$ cat src/rtl/phys_free_list_pkg.sv
// Shared core constants for physical-register bookkeeping.
// The free list and the RAT both take their reserved-register and reset-mapping layout from here.
package phys_free_list_pkg;

  localparam int unsigned CORE_ADDR_WIDTH = 5;
  // Physical registers 0 and 1 are never handed out.
  localparam int unsigned NUM_RSVD_PRS    = 2;
  // The RAT maps logical register n to physical register RAT_RESET_BASE+n out of reset.
  localparam int unsigned RAT_RESET_BASE  = 2;

  typedef enum logic [1:0] {
    FL_IDLE = 2'b00,
    FL_POP  = 2'b01,
    FL_PUSH = 2'b10,
    FL_BOTH = 2'b11
  } fl_op_e;

  function automatic int unsigned num_prs(input int unsigned aw);
    return 32'd1 << aw;
  endfunction

endpackage

$ cat src/rtl/phys_free_list.sv
// Circular free list of physical register numbers with zero-latency allocation.
// Define PHYS_FREE_LIST_CHECK_EN to drop and flag illegal or duplicate frees.
module phys_free_list
  import phys_free_list_pkg::*;
#(
  parameter int unsigned NUM_LRS    = 10,
  parameter int unsigned ADDR_WIDTH = CORE_ADDR_WIDTH
) (
  input  logic                  clk,
  input  logic                  rst,
  output logic                  alloc_valid,
  input  logic                  alloc_ready,
  output logic [ADDR_WIDTH-1:0] alloc_addr,
  input  logic                  free_valid,
  input  logic [ADDR_WIDTH-1:0] free_addr,
  output logic                  free_ready,
  output logic [ADDR_WIDTH-1:0] free_count,
  output logic                  err
);

  localparam int unsigned NUM_PRS  = num_prs(ADDR_WIDTH);
  localparam int unsigned CAP      = NUM_PRS - NUM_RSVD_PRS;
  localparam int unsigned INIT_CNT = CAP - NUM_LRS;

  logic [ADDR_WIDTH-1:0] r_fifo [CAP];
  logic [ADDR_WIDTH-1:0] r_head;
  logic [ADDR_WIDTH-1:0] r_tail;
  logic [ADDR_WIDTH-1:0] r_count;
  logic [ADDR_WIDTH-1:0] w_head_nxt;
  logic [ADDR_WIDTH-1:0] w_tail_nxt;
  logic                  w_pop;
  logic                  w_push_req;
  logic                  w_push;
  fl_op_e                w_op;

  assign alloc_valid = (r_count != '0);
  assign free_ready  = (r_count != ADDR_WIDTH'(CAP));
  assign free_count  = r_count;
  // No bypass: the head entry comes only from stored state.
  assign alloc_addr  = r_fifo[r_head];

  assign w_pop      = alloc_valid && alloc_ready;
  assign w_push_req = free_valid && free_ready;

  // CAP is not a power of two, so pointers wrap explicitly.
  assign w_head_nxt = (r_head == ADDR_WIDTH'(CAP - 1)) ? '0 : r_head + 1'b1;
  assign w_tail_nxt = (r_tail == ADDR_WIDTH'(CAP - 1)) ? '0 : r_tail + 1'b1;

  assign w_op = fl_op_e'({w_push, w_pop});

`ifdef PHYS_FREE_LIST_CHECK_EN
  logic [NUM_PRS-1:0] r_inlist;
  logic               r_err;
  logic               w_legal;

  assign w_legal = (free_addr >= ADDR_WIDTH'(NUM_RSVD_PRS)) && !r_inlist[free_addr];
  assign w_push  = w_push_req && w_legal;
  assign err     = r_err;

  always_ff @(posedge clk) begin
    if (rst) begin
      r_err <= 1'b0;
      for (int unsigned k = 0; k < NUM_PRS; k++) begin
        r_inlist[k] <= (k >= NUM_LRS + RAT_RESET_BASE);
      end
    end else begin
      if (w_push_req && !w_legal) r_err <= 1'b1;
      if (w_pop)  r_inlist[alloc_addr] <= 1'b0;
      if (w_push) r_inlist[free_addr]  <= 1'b1;
    end
  end
`else
  assign w_push = w_push_req;
  assign err    = 1'b0;
`endif

  always_ff @(posedge clk) begin
    if (rst) begin
      r_head  <= '0;
      r_tail  <= ADDR_WIDTH'(INIT_CNT);
      r_count <= ADDR_WIDTH'(INIT_CNT);
      for (int unsigned i = 0; i < CAP; i++) begin
        r_fifo[i] <= (i < INIT_CNT) ? ADDR_WIDTH'(NUM_LRS + RAT_RESET_BASE + i) : '0;
      end
    end else begin
      if (w_push) begin
        r_fifo[r_tail] <= free_addr;
        r_tail         <= w_tail_nxt;
      end
      if (w_pop) r_head <= w_head_nxt;
      case (w_op)
        FL_POP:  r_count <= r_count - 1'b1;
        FL_PUSH: r_count <= r_count + 1'b1;
        default: r_count <= r_count;
      endcase
    end
  end

endmodule

$ cat config.mk
export PLATFORM = sky130hd
export DESIGN_NAME = phys_free_list
export DESIGN_NICKNAME = d
export VERILOG_FILES = /design/src/rtl/phys_free_list_pkg.sv /design/src/rtl/phys_free_list.sv
export SDC_FILE = /design/constraint.sdc
export NUM_CORES = 1
export LEC_CHECK = 0
export BUFFER_PORTS_ARGS = -buffer_cell sky130_fd_sc_hd__buf_4
export CORE_MARGIN = 4
export CORE_UTILIZATION = 40
export DETAILED_ROUTE_END_ITERATION = 6
export GPL_TIMING_DRIVEN = 0
export PLACE_DENSITY_LB_ADDON = 0.2
export SLEW_MARGIN = 10
export SYNTH_ARGS = -nofsm -noshare
export SYNTH_HDL_FRONTEND = slang
export SYNTH_SLANG_ARGS = --single-unit
$ cat constraint.sdc
create_clock -name clk -period 6.4 [get_ports clk]
set_clock_uncertainty 0.15 [all_clocks]
set_input_delay 0 -clock clk [delete_from_list [all_inputs] [get_ports clk]]
set_output_delay 0 -clock clk [all_outputs]
set_load 0.05 [all_outputs]
==> results.md, run 1 <==
- ANT nets after route: 0
- Worst Tran Pin Value: 1.19 ns
- Buffer and inverter count on the worst path: 1
- Ant. Diodes: 0
- TritonCTS clock tree: yes
- Largest fanout on the critical path: 7
- Synth unique cells: 44
- Placed cells: roughly 890
- DRC viols: 0
- Drt first pass iters: 5
- DP HPWL: 16.2 mm
- Reg-to-reg setup timing slack: 3.09 ns
- Routed WL: roughly 22 mm
- Status: completed
- Setup TNS: 0 ns
- Met1 WL: approximately 9 mm
- Fin crit period: ~3.3 ns
- Post-synthesis sequential area ratio: about 62%
- P per Cell Area: between 200 and 300 nW/um2
- Final setup fails: 0
- CP Capture Type: register
- Worst Path Class, Setup: reg -> reg
- Largest net degree at the start of global routing: 20
- MaxCap Viol Count: 0
- Syn avg cell area: ~14 um2
- DP Worst Slack: slightly above 3 ns
- Arr. time, crit path: 3.52 ns
- Unrepaired setup endpoints after global routing: no
- Share of cells above drive strength 1: 17.6%
- Via count: between 5000 and 6000
- CP startpoint kind: register
- Met2 routed WL: 11.0 mm
- Detailed Route Iter0 Violations: approximately 670
- Hold Vio Cnt, Final: 0
- Row Count: between 50 and 60
- Clock-pin slew on the worst setup and hold paths: roughly 0.080 ns
- Num ports: 22
- Die H: between 150 and 200 um
- Chip width: about 150 um
- Worst setup path start: free_count[4]
- Clk_lat worst skew: approximately 0.43 ns
- Clk sinks: 180
- Synth Instances: 605
- Buffer depth of the longest clock path: 2
- Fmax: approximately 300 MHz
- Vias/cell: roughly 5.8
- YS warnings: 0
- Net Count, Synth: ~630
- Area grow syn2layout: 14.0%
- GP Congestion: slightly below 0.9
- CP cell instances: or4_1, o21ai_1, ha_1, inv_1, fa_1, a21o_1, a21oi_1, mux2i_1, mux2i_1
- WP data required: 6.61 ns
- Clk root buf: clkbuf_16
- Flip-flop and latch count after synthesis: 180
- Vias in the first global route: approximately 5500
- DR top layer: met4
- Met3 wire length: approximately 1.5 mm
- All-Layer GR Usage: 19.5%
- Crit path capture: free_count[4]
- Async S/R FF share, synth: 0%
- Synth Cell Area: between 8000 and 9000 um2
- Final net count: approximately 670
- Worst r2r path cells: 9
- Most common flop cell mapped by yosys: edfxtp_1
- Max-slew violations: 0
- Post-cts resize count: 0
- Most Frequent Cell on Critical Path: mux2i_1
- Global route overflow: 0
- CP top delay family: compound AO/OA/AOI/OAI gates
- Critical Path Stages: 9
- Initial antenna violation count: 0
- Slowest-stage cell, CP: or4_1
- Core Region: around 20000 um2
- R2r startpoint: free_count[4]
- Slew HR: roughly a fifth
- Area post-placement: about 9000 um2
- VDD IR-drop max: around 0.00025 V
- Overall Power: around 2.8 mW
- EDFF count, synth: between 150 and 200
- H-tree depth: 4
- CP max stage delay: 0.65 ns
- PortBufs: 19
- Avg WL per Cell: roughly 24 um
- Tcrit/Tclk final: between 50% and 60%
- First-pass GRT wire length: roughly 34 mm
- Post-Layout Cell Count: a little over 900
- Total CTS buffers: 17
- Die area: 23300 um2
- Type of the tightest min-delay check: in -> reg
- Final instance area: 9540 um2
- Setup ws final: about 3.1 ns
- Lkg Pwr: just under 3 nW
- Initial Util: between 40 and 50%
- R2R Path End: free_count[4]
## cells by family (layout without fill, tap and decap cells)
logic type,Yosys count,count (layout),synth area share (%)
fa+ha+maj,11,11,1.73
xor+xnor,9,9,0.942
flops,180,180,62.2
simple gates,235,235,13.8
other cells,1,1,0.0448
mux,60,60,14.7
compound gates,35,35,3.09
buf+inv,74,133,3.45
## metrics by stage
step | hold slack [ns] | util [%]
after global routing | 0.170 | 46.7
after CTS | 0.140 | 46.7
after floorplan | -0.0511 | -
final | 0.152 | 46.7
after detailed placement | 0.0543 | 43.3
after global placement | 0.0472 | 43.3
## layout make-up
type                            count  area, um2
Inverter                           14       52.6
Buffer                             60        236
Clock buffer                       17        425
Timing Repair Buffer               27        223
Multi-Input combinational cell    351       2880
Sequential cell                   180       5200
Tap cell                          270        338
Clock inverter                     15        181
Fill cell                        1860      10900
## worst reg2reg max path, cell delays in order, from the launching register on
cell and delay [ns]:
dfxtp_1 0.39, or4_1 0.65, o21ai_1 0.38, ha_1 0.26
inv_1 0.12, fa_1 0.43, a21o_1 0.19, a21oi_1 0.20
mux2i_1 0.24, mux2i_1 0.22
## sequential cells by signal, indices dropped and copies added (netlist names), named ones only
signal / count
r_fifo: 160
free_count: 5
r_head: 5
r_tail: 5
## cell usage after synthesis (2+ instances only)
| master | number | share of area [%] |
|---|---|---|
| nor4_1 | 6 | 0.45 |
| mux2i_1 | 4 | 0.48 |
| ha_1 | 10 | 1.5 |
| and3_1 | 2 | 0.15 |
| a21o_1 | 3 | 0.27 |
| nand3_1 | 55 | 3.3 |
| mux2_2 | 5 | 0.67 |
| o211ai_1 | 6 | 0.54 |
| xnor2_1 | 2 | 0.21 |
| nor3_1 | 57 | 3.4 |
| o31ai_1 | 2 | 0.18 |
| xor2_1 | 7 | 0.73 |
| clkbuf_1 | 51 | 2.3 |
| or2_2 | 4 | 0.30 |
| and2_1 | 2 | 0.15 |
| nand4_1 | 5 | 0.37 |
| o21bai_1 | 11 | 0.99 |
| nor2_1 | 49 | 2.2 |
| edfxtp_1 | 160 | 57 |
| nand3b_1 | 3 | 0.27 |
| a21oi_1 | 4 | 0.24 |
| o21ai_1 | 2 | 0.12 |
| inv_1 | 14 | 0.63 |
| buf_4 | 2 | 0.18 |
| mux4_2 | 50 | 13 |
| nor3b_1 | 2 | 0.18 |
| nand2b_1 | 17 | 1.3 |
| dfxtp_1 | 20 | 4.8 |
| nand2_1 | 26 | 1.2 |
| nor2b_1 | 3 | 0.22 |
| buf_2 | 3 | 0.18 |
| buf_1 | 4 | 0.18 |
| o211a_1 | 3 | 0.36 |
## cell usage in the layout, fill, tap and decap left out, types with 5 or more instances in the layout
| cell type | Yosys | layout |
|---|---|---|
| nor3_1 | 57 | 57 |
| nand2b_1 | 17 | 17 |
| edfxtp_1 | 160 | 160 |
| mux4_2 | 50 | 50 |
| nor2_1 | 49 | 49 |
| inv_1 | 14 | 14 |
| nor4_1 | 6 | 5 |
| o211ai_1 | 6 | 6 |
| clkbuf_16 | 0 | 17 |
| mux2_2 | 5 | 5 |
| inv_8 | 0 | 6 |
| nand2_1 | 26 | 26 |
| nand3_1 | 55 | 55 |
| nand4_1 | 5 | 5 |
| dlygate4sd3_1 | 0 | 8 |
| o21bai_1 | 11 | 11 |
| buf_4 | 2 | 21 |
| clkbuf_1 | 51 | 51 |
| xor2_1 | 7 | 7 |
| ha_1 | 10 | 10 |
| dfxtp_1 | 20 | 20 |
## routing by layer
layer | up-vias | global-route usage (%)
met1 | 2748 | 26.4
met2 | 228 | 32.5
met5 | - | 0
met3 | 37 | 3.81
met4 | 0 | 5.26
li1 | 2390 | -
## power by group
| group | total (mW) | switching, mW | internal, mW |
|---|---|---|---|
| clock | 1.07 | 0.507 | 0.563 |
| combinational | 0.371 | 0.237 | 0.135 |
| sequential | 1.35 | 0.0337 | 1.31 |
## worst min-delay path by stage
stage | from | depth (start not counted) | endpoint | slack [ns]
global route | free_addr[2] | 2 | r_fifo[30][2] | 0.17
floorplan | free_addr[0] | 0 | r_fifo[30][0] | -0.05
global placement | free_addr[1] | 1 | r_fifo[30][1] | 0.05
detailed placement | free_addr[1] | 1 | r_fifo[30][1] | 0.05
finish | free_addr[1] | 2 | r_fifo[30][1] | 0.15
CTS | free_addr[1] | 2 | r_fifo[30][1] | 0.14
## what timing repair did
action	CTS	global route
buffers inserted	0	0
endpoints found under the hold margin	26	0
hold buffers	8	0
No activity file was read; power rests on OpenSTA's default activity.
==> run 2, diff against run 1 <==
- clock period: 6.4 -> 2.95 ns (I/O delays scaled with it)
==> run 2 against run 1 <==
  * Cell count is 0.21% higher
  * Global-route usage fell by 0.15 points
  * Sequential power grew 120%
  * Hold slack worse by 0.12 ns
  * Final area is 0.54% higher
  * Wire length grew 0.27%
  * First-iteration DRC count down 25%
  * Via count decreased by 1.0%
  * Non-clock buffer count grew 2
  * Power increased by 120%
  * Combinational power increased by 120%
  * Sequential share of layout area fell by 0.19 points
  * Critical endpoint is now alloc_addr[3]
  * Largest cell class unchanged
  * Largest power group unchanged
==> results.md, run 2 (synthesized netlist as in run 1, its figures left out) <==
- Register with the most flip-flops: r_fifo
- Final net count: 673 (+0.30%)
- VDD IR-drop max: 0.000449 V (+83%)
- Chip width: 153 um (unchanged)
- Commonest non-fill, non-tap cell in the layout: edfxtp_1
- Largest net degree at the start of global routing: 19 (-5.0%)
- Combinational share of power: 13.5% (+0.2 points)
- DP Worst Slack: -0.125 ns (-3.24 ns)
- Buffer depth of the longest clock path: 2 (unchanged)
- Area grow syn2layout: 14.6%
- H-tree depth: 4 (unchanged)
- Clk root buf: clkbuf_16
- Row Count: 52 (unchanged)
- Fin crit period: about 2.9 ns
- Worst Tran Pin Value: 1.18 ns (-0.00608 ns)
- Avg WL per Cell: 23.8 um (about the same)
- All-Layer GR Usage: 19.4% (-0.15 points)
- CP max stage delay: 0.58 ns (-0.07 ns)
- CP cell instances: buf_4, mux4_2, mux4_2, mux2_2, buf_4
- Core Region: 20400 um2 (unchanged)
- Max FFs per register: 160 (unchanged)
- P per Cell Area: 629 nW/um2 (+120%)
- Sw Share: 27.5% (-0.34 points)
- WP data required: 2.80 ns (-3.81 ns)
- DRC viols: 0 (unchanged)
- Tcrit/Tclk final: a little over nine tenths
- Final setup fails: 0 (unchanged)
- Num ports: 22 (unchanged)
- Detailed Route Iter0 Violations: 501 (-25%)
- TritonCTS clock tree: yes
- Vias/cell: 5.71 (-1.2%)
- Area post-placement: 8860 um2 (about the same)
- PortBufs: 19 (unchanged)
- DP HPWL: 16.1 mm (-0.97%)
- Clk sinks: 180 (unchanged)
- Total CTS buffers: 17 (unchanged)
- FILL cells: 1837 (-1.2%)
- Fmax: approximately 350 MHz
- Clk_lat worst skew: 0.43 ns (about the same)
- Arr. time, crit path: 2.72 ns (-0.80 ns)
- CP Capture Type: output pin
- Worst Path Class, Setup: reg -> out
- Die H: 153 um (unchanged)
- First-pass GRT wire length: 33.4 mm (-2.2%)
- Final instance area: 9600 um2 (+0.54%)
- Vias in the first global route: 5393 (-2.6%)
- Share of cells above drive strength 1: 20.4% (+2.8 points)
- Ant. Diodes: 0 (unchanged)
- Lkg Pwr: 2.93 nW (+0.98%)
- Initial Util: 41.0% (unchanged)
- Clock share of power: 37.8% (-0.6 points)
- MaxCap Viol Count: 0 (unchanged)
- Unrepaired setup endpoints after global routing: no
- Die area: 23300 um2 (unchanged)
- CP startpoint kind: register
- Internal cell power: 4.37 mW (+120%)
- Drt first pass iters: 5 (unchanged)
- Routed WL: 22.2 mm (+0.27%)
- Setup ws final: 0.0770 ns (-3.01 ns)
- Via count: 5348 (-1.0%)
- Seq pwr share: 48.7% (+0.4 points)
- Clock-pin slew on the worst setup and hold paths: 0.07 ns (about the same)
- Hold Vio Cnt, Final: 0 (unchanged)
- Max-slew violations: 0 (unchanged)
- Global route overflow: 0 (unchanged)
- Type of the tightest min-delay check: in -> reg
- GP Congestion: 0.854 (-2.2%)
- ANT nets after route: 0 (unchanged)
- Largest fanout on the critical path: 10 (+3)
- Switching power: 1.66 mW (+110%)
- Status: completed
- Initial antenna violation count: 2 (+2)
- Most frequent cells in the layout: 160 x edfxtp_1, 57 x nor3_1, 55 x nand3_1, 50 x clkbuf_1, 50 x mux4_2
- Slew HR: 21.2% (+0.41 points)
- Slowest-stage cell, CP: mux4_2
-- run 2: per-stage QoR --
step / total power, mW / hold WS (ns) / TNS, ns / utilization (%) / cells
final: 6.03 / 0.0333 / 0 / 47.0 / 936
after CTS: 6.04 / 0.00148 / 0 / 46.8 / 935
after global routing: 6.23 / 0.0822 / 0 / 47.0 / 936
after global placement: 3.76 / 0.0535 / -0.0877 / 43.4 / 894
after detailed placement: 3.77 / 0.0557 / -0.125 / 43.4 / 894
after floorplan: 3.52 / -0.0511 / 0 / - / 605
-- run 2: worst max-delay path, delay by kind of cell, from the launching register on --
kind                   cells  cell delay, ns
flip-flops                 1            0.44
buffers and inverters      2            0.47
multiplexers               3            1.38
-- run 2: power groups by stage --
stage / Combinational [mW] / Sequential (mW) / Clock [mW]
after detailed placement: 0.789 / 2.98 / 0
after CTS: 0.808 / 2.94 / 2.30
after global routing: 0.875 / 2.95 / 2.41
after floorplan: 0.486 / 3.04 / 0
final: 0.815 / 2.94 / 2.28
after global placement: 0.780 / 2.98 / 0
-- run 2: final timing paths --
check | slack [ns] | depth (start not counted) | start | to
worst min register to register | 0.37 | 2 | r_tail[1] | r_tail[1]
worst min-delay path | 0.03 | 5 | free_valid | r_tail[3]
worst max-delay path | 0.08 | 5 | register | alloc_addr[3]
worst max register to register | 0.16 | 5 | free_count[0] | r_fifo[28][4]
-- run 2: timing repair --
item                       in CTS  in global routing
resized for setup              11                  6
hold endpoints to repair       26                  0
setup endpoints to repair       6                 17
pin swaps                       2                  3
setup buffers                   3                  1
hold buffers                    7                  0
-- run 2: routing by layer --
metal / up-vias / wire, um / track usage (%)
met2: 229 / 10700 / 31.0
met4: 4 / 877 / 8.57
met5: - / 27 / 0
met1: 2664 / 9170 / 25.7
li1: 2398 / - / -
met3: 53 / 1520 / 3.98
-- run 2: cell type report --
cell class	count	area (um2)	area share, %
flip-flops and latches	180	5220	54.3
multi-input cells	351	2910	30.3
clock buffers	18	429	4.47
well taps	270	338	3.52
plain buffers	59	249	2.59
repair buffers	30	243	2.53
clock inverters	14	161	1.68
inverters	14	52.6	0.548
==> run 3, diff against run 2 <==
- CORE_UTILIZATION: 40 -> 56
==> run 3 against run 2 <==
  * Combinational power is essentially flat
  * Die area shrank 27%
  * Sequential share of layout area is 0.63 points higher
  * Core utilization increased by 18 points
  * Critical path type unchanged
  * Largest power group unchanged
  * Register-to-register slack worse by 0.04 ns
  * Fmax grew 0.60%
  * Final area decreased by 1.2%
  * Power fell by 0.97%
==> results.md, run 3 (synthesized netlist as in run 1, its figures left out) <==
- Status: completed
- GR Util met1: 37.2% (+11 points)
- M3 GR Usage: 4.58% (+0.61 points)
- Max-slew violations: 0 (unchanged)
- Chip width: 130 um (-15%)
- GR peak layer: met2
- Hold Vio Cnt, Final: 0 (unchanged)
- Combinational share of power: 13.6% (about the same)
- P per Cell Area: 630 nW/um2 (+0.26%)
- PortBufs: 19 (unchanged)
- TritonCTS clock tree: yes
- Overall Power: 5.97 mW (-0.97%)
- Area grow syn2layout: 13.2%
- Vias/cell: 6.38 (+12%)
- Die H: 130 um (-15%)
- WP data required: 2.80 ns (about the same)
- Detailed Route Iter0 Violations: 739 (+48%)
- CP max stage delay: 0.61 ns (+0.03 ns)
- Drt first pass iters: 5 (unchanged)
- Largest net degree at the start of global routing: 18 (-1)
- H-tree depth: 4 (unchanged)
- Internal cell power: 4.36 mW (-0.37%)
- Clk sinks: 180 (unchanged)
- Row Count: 44 (-15%)
- Clock-pin slew on the worst setup and hold paths: 0.07 ns (about the same)
- Final net count: 674 (+0.15%)
- Type of the tightest min-delay check: in -> reg
- FILL cells: 1073 (-42%)
- Global route overflow: 0 (unchanged)
- Initial Util: 57.4% (+16 points)
- Switching power: 1.62 mW (-2.5%)
- Clk root buf: clkbuf_16
- Fin crit period: 2.86 ns (-0.0171 ns)
- Worst Tran Pin Value: 1.19 ns (+0.0103 ns)
- Setup TNS: 0 ns (unchanged)
- DP HPWL: 14.7 mm (-8.3%)
- CP startpoint kind: register
- GP Congestion: 0.875 (+2.5%)
- All-Layer GR Usage: 25.7% (+6.4 points)
- Lkg Pwr: 2.93 nW (about the same)
- CP Capture Type: output pin
- First-pass GRT wire length: 31.2 mm (-6.6%)
- Grt met2 use: 40.5% (+9.5 points)
- Ant. Diodes: 0 (unchanged)
- Most frequent cells in the layout: 160 x edfxtp_1, 57 x nor3_1, 55 x nand3_1, 50 x clkbuf_1, 50 x mux4_2
- Clk_lat worst skew: 0.44 ns (about the same)
- Total CTS buffers: 17 (unchanged)
- Num ports: 22 (unchanged)
- Max FFs per register: 160 (unchanged)
- Worst Path Class, Setup: reg -> out
- Via count: 5427 (+1.5%)
- Unrepaired setup endpoints after global routing: no
- Core Region: 14600 um2 (-29%)
- VDD IR-drop max: 0.000465 V (+3.5%)
- Slew HR: 20.5% (-0.69 points)
- Slowest-stage cell, CP: mux4_2
- Seq pwr share: 49.1% (+0.4 points)
- Avg WL per Cell: 24.5 um (+2.9%)
- Commonest non-fill, non-tap cell in the layout: edfxtp_1
- Vias in the first global route: 5190 (-3.8%)
- Register with the most flip-flops: r_fifo
- Initial antenna violation count: 0 (-2)
- MaxCap Viol Count: 0 (unchanged)
- ANT nets after route: 0 (unchanged)
- Largest fanout on the critical path: 10 (unchanged)
- Tcrit/Tclk final: 96.8% (-0.58 points)
- Routed WL: 20.8 mm (-6.4%)
- Final setup fails: 0 (unchanged)
- CP cell instances: buf_4, mux4_2, mux4_2, mux2_2, buf_4
- Die area: 17000 um2 (-27%)
- Fmax: 350 MHz (+0.60%)
- Buffer depth of the longest clock path: 2 (unchanged)
- Share of cells above drive strength 1: 19.8% (-0.63 points)
- Sw Share: 27.1% (-0.44 points)
- DRC viols: 0 (unchanged)
- Arr. time, crit path: 2.71 ns (about the same)
- Clock share of power: 37.2% (-0.6 points)
run 3: per-layer routing:
layer / share of wire (%) / routed length (um) / up-vias
li1: - / - / 2399
met1: 40 / 8340 / 2698
met2: 49 / 10200 / 305
met3: 9.4 / 1960 / 25
met4: 1.7 / 349 / 0
met5: 0 / 0 / -
run 3: through the flow:
stage	utilization [%]	hold WS, ns	std cells	setup WS [ns]	cell area (um2)
global route	65.0	0.160	851	0.0211	9480
global placement	60.0	0.0520	808	-0.0421	8750
finish	65.0	0.159	851	0.0941	9480
floorplan	-	-0.0511	605	0.0144	8380
detailed placement	60.0	0.0555	808	-0.0980	8750
CTS	64.7	0.139	848	0.00449	9440
run 3: power by group through the flow:
stage / logic (mW) / clock network [mW] / registers (mW)
after floorplan: 0.486 / 0 / 3.04
after CTS: 0.797 / 2.22 / 2.93
after global routing: 0.872 / 2.34 / 2.95
after global placement: 0.763 / 0 / 2.98
after detailed placement: 0.777 / 0 / 2.98
final: 0.814 / 2.22 / 2.94
run 3: layout make-up:
class | instances | area, um2 | share of cell area (%)
Multi-Input combinational cell | 351 | 2910 | 30.7
Clock inverter | 14 | 143 | 1.50
Inverter | 14 | 52.6 | 0.554
Buffer | 59 | 249 | 2.63
Timing Repair Buffer | 31 | 253 | 2.67
Clock buffer | 18 | 429 | 4.53
Sequential cell | 180 | 5210 | 55.0
Tap cell | 184 | 230 | 2.43
run 3: path summary, 6_finish.rpt:
path	from	end	slack (ns)	cells past startpoint
worst max-delay path	register	alloc_addr[0]	0.09	5
worst max register to register	free_count[1]	free_count[4]	0.12	9
worst min register to register	r_tail[1]	r_tail[1]	0.37	2
worst min-delay path	free_addr[4]	r_fifo[31][4]	0.16	2
run 3: critical path, delay by kind of cell (launching register included):
family,cells,cell delay [ns]
buffers and inverters,2,0.46
DFF,1,0.43
muxes,3,1.36
run 3: timing repair:
action	in CTS	in global routing
endpoints found under the hold margin	27	0
endpoints found under the setup margin	6	1
setup buffers	1	3
pin swaps	1	2
hold buffers	8	0
resized for setup	12	3
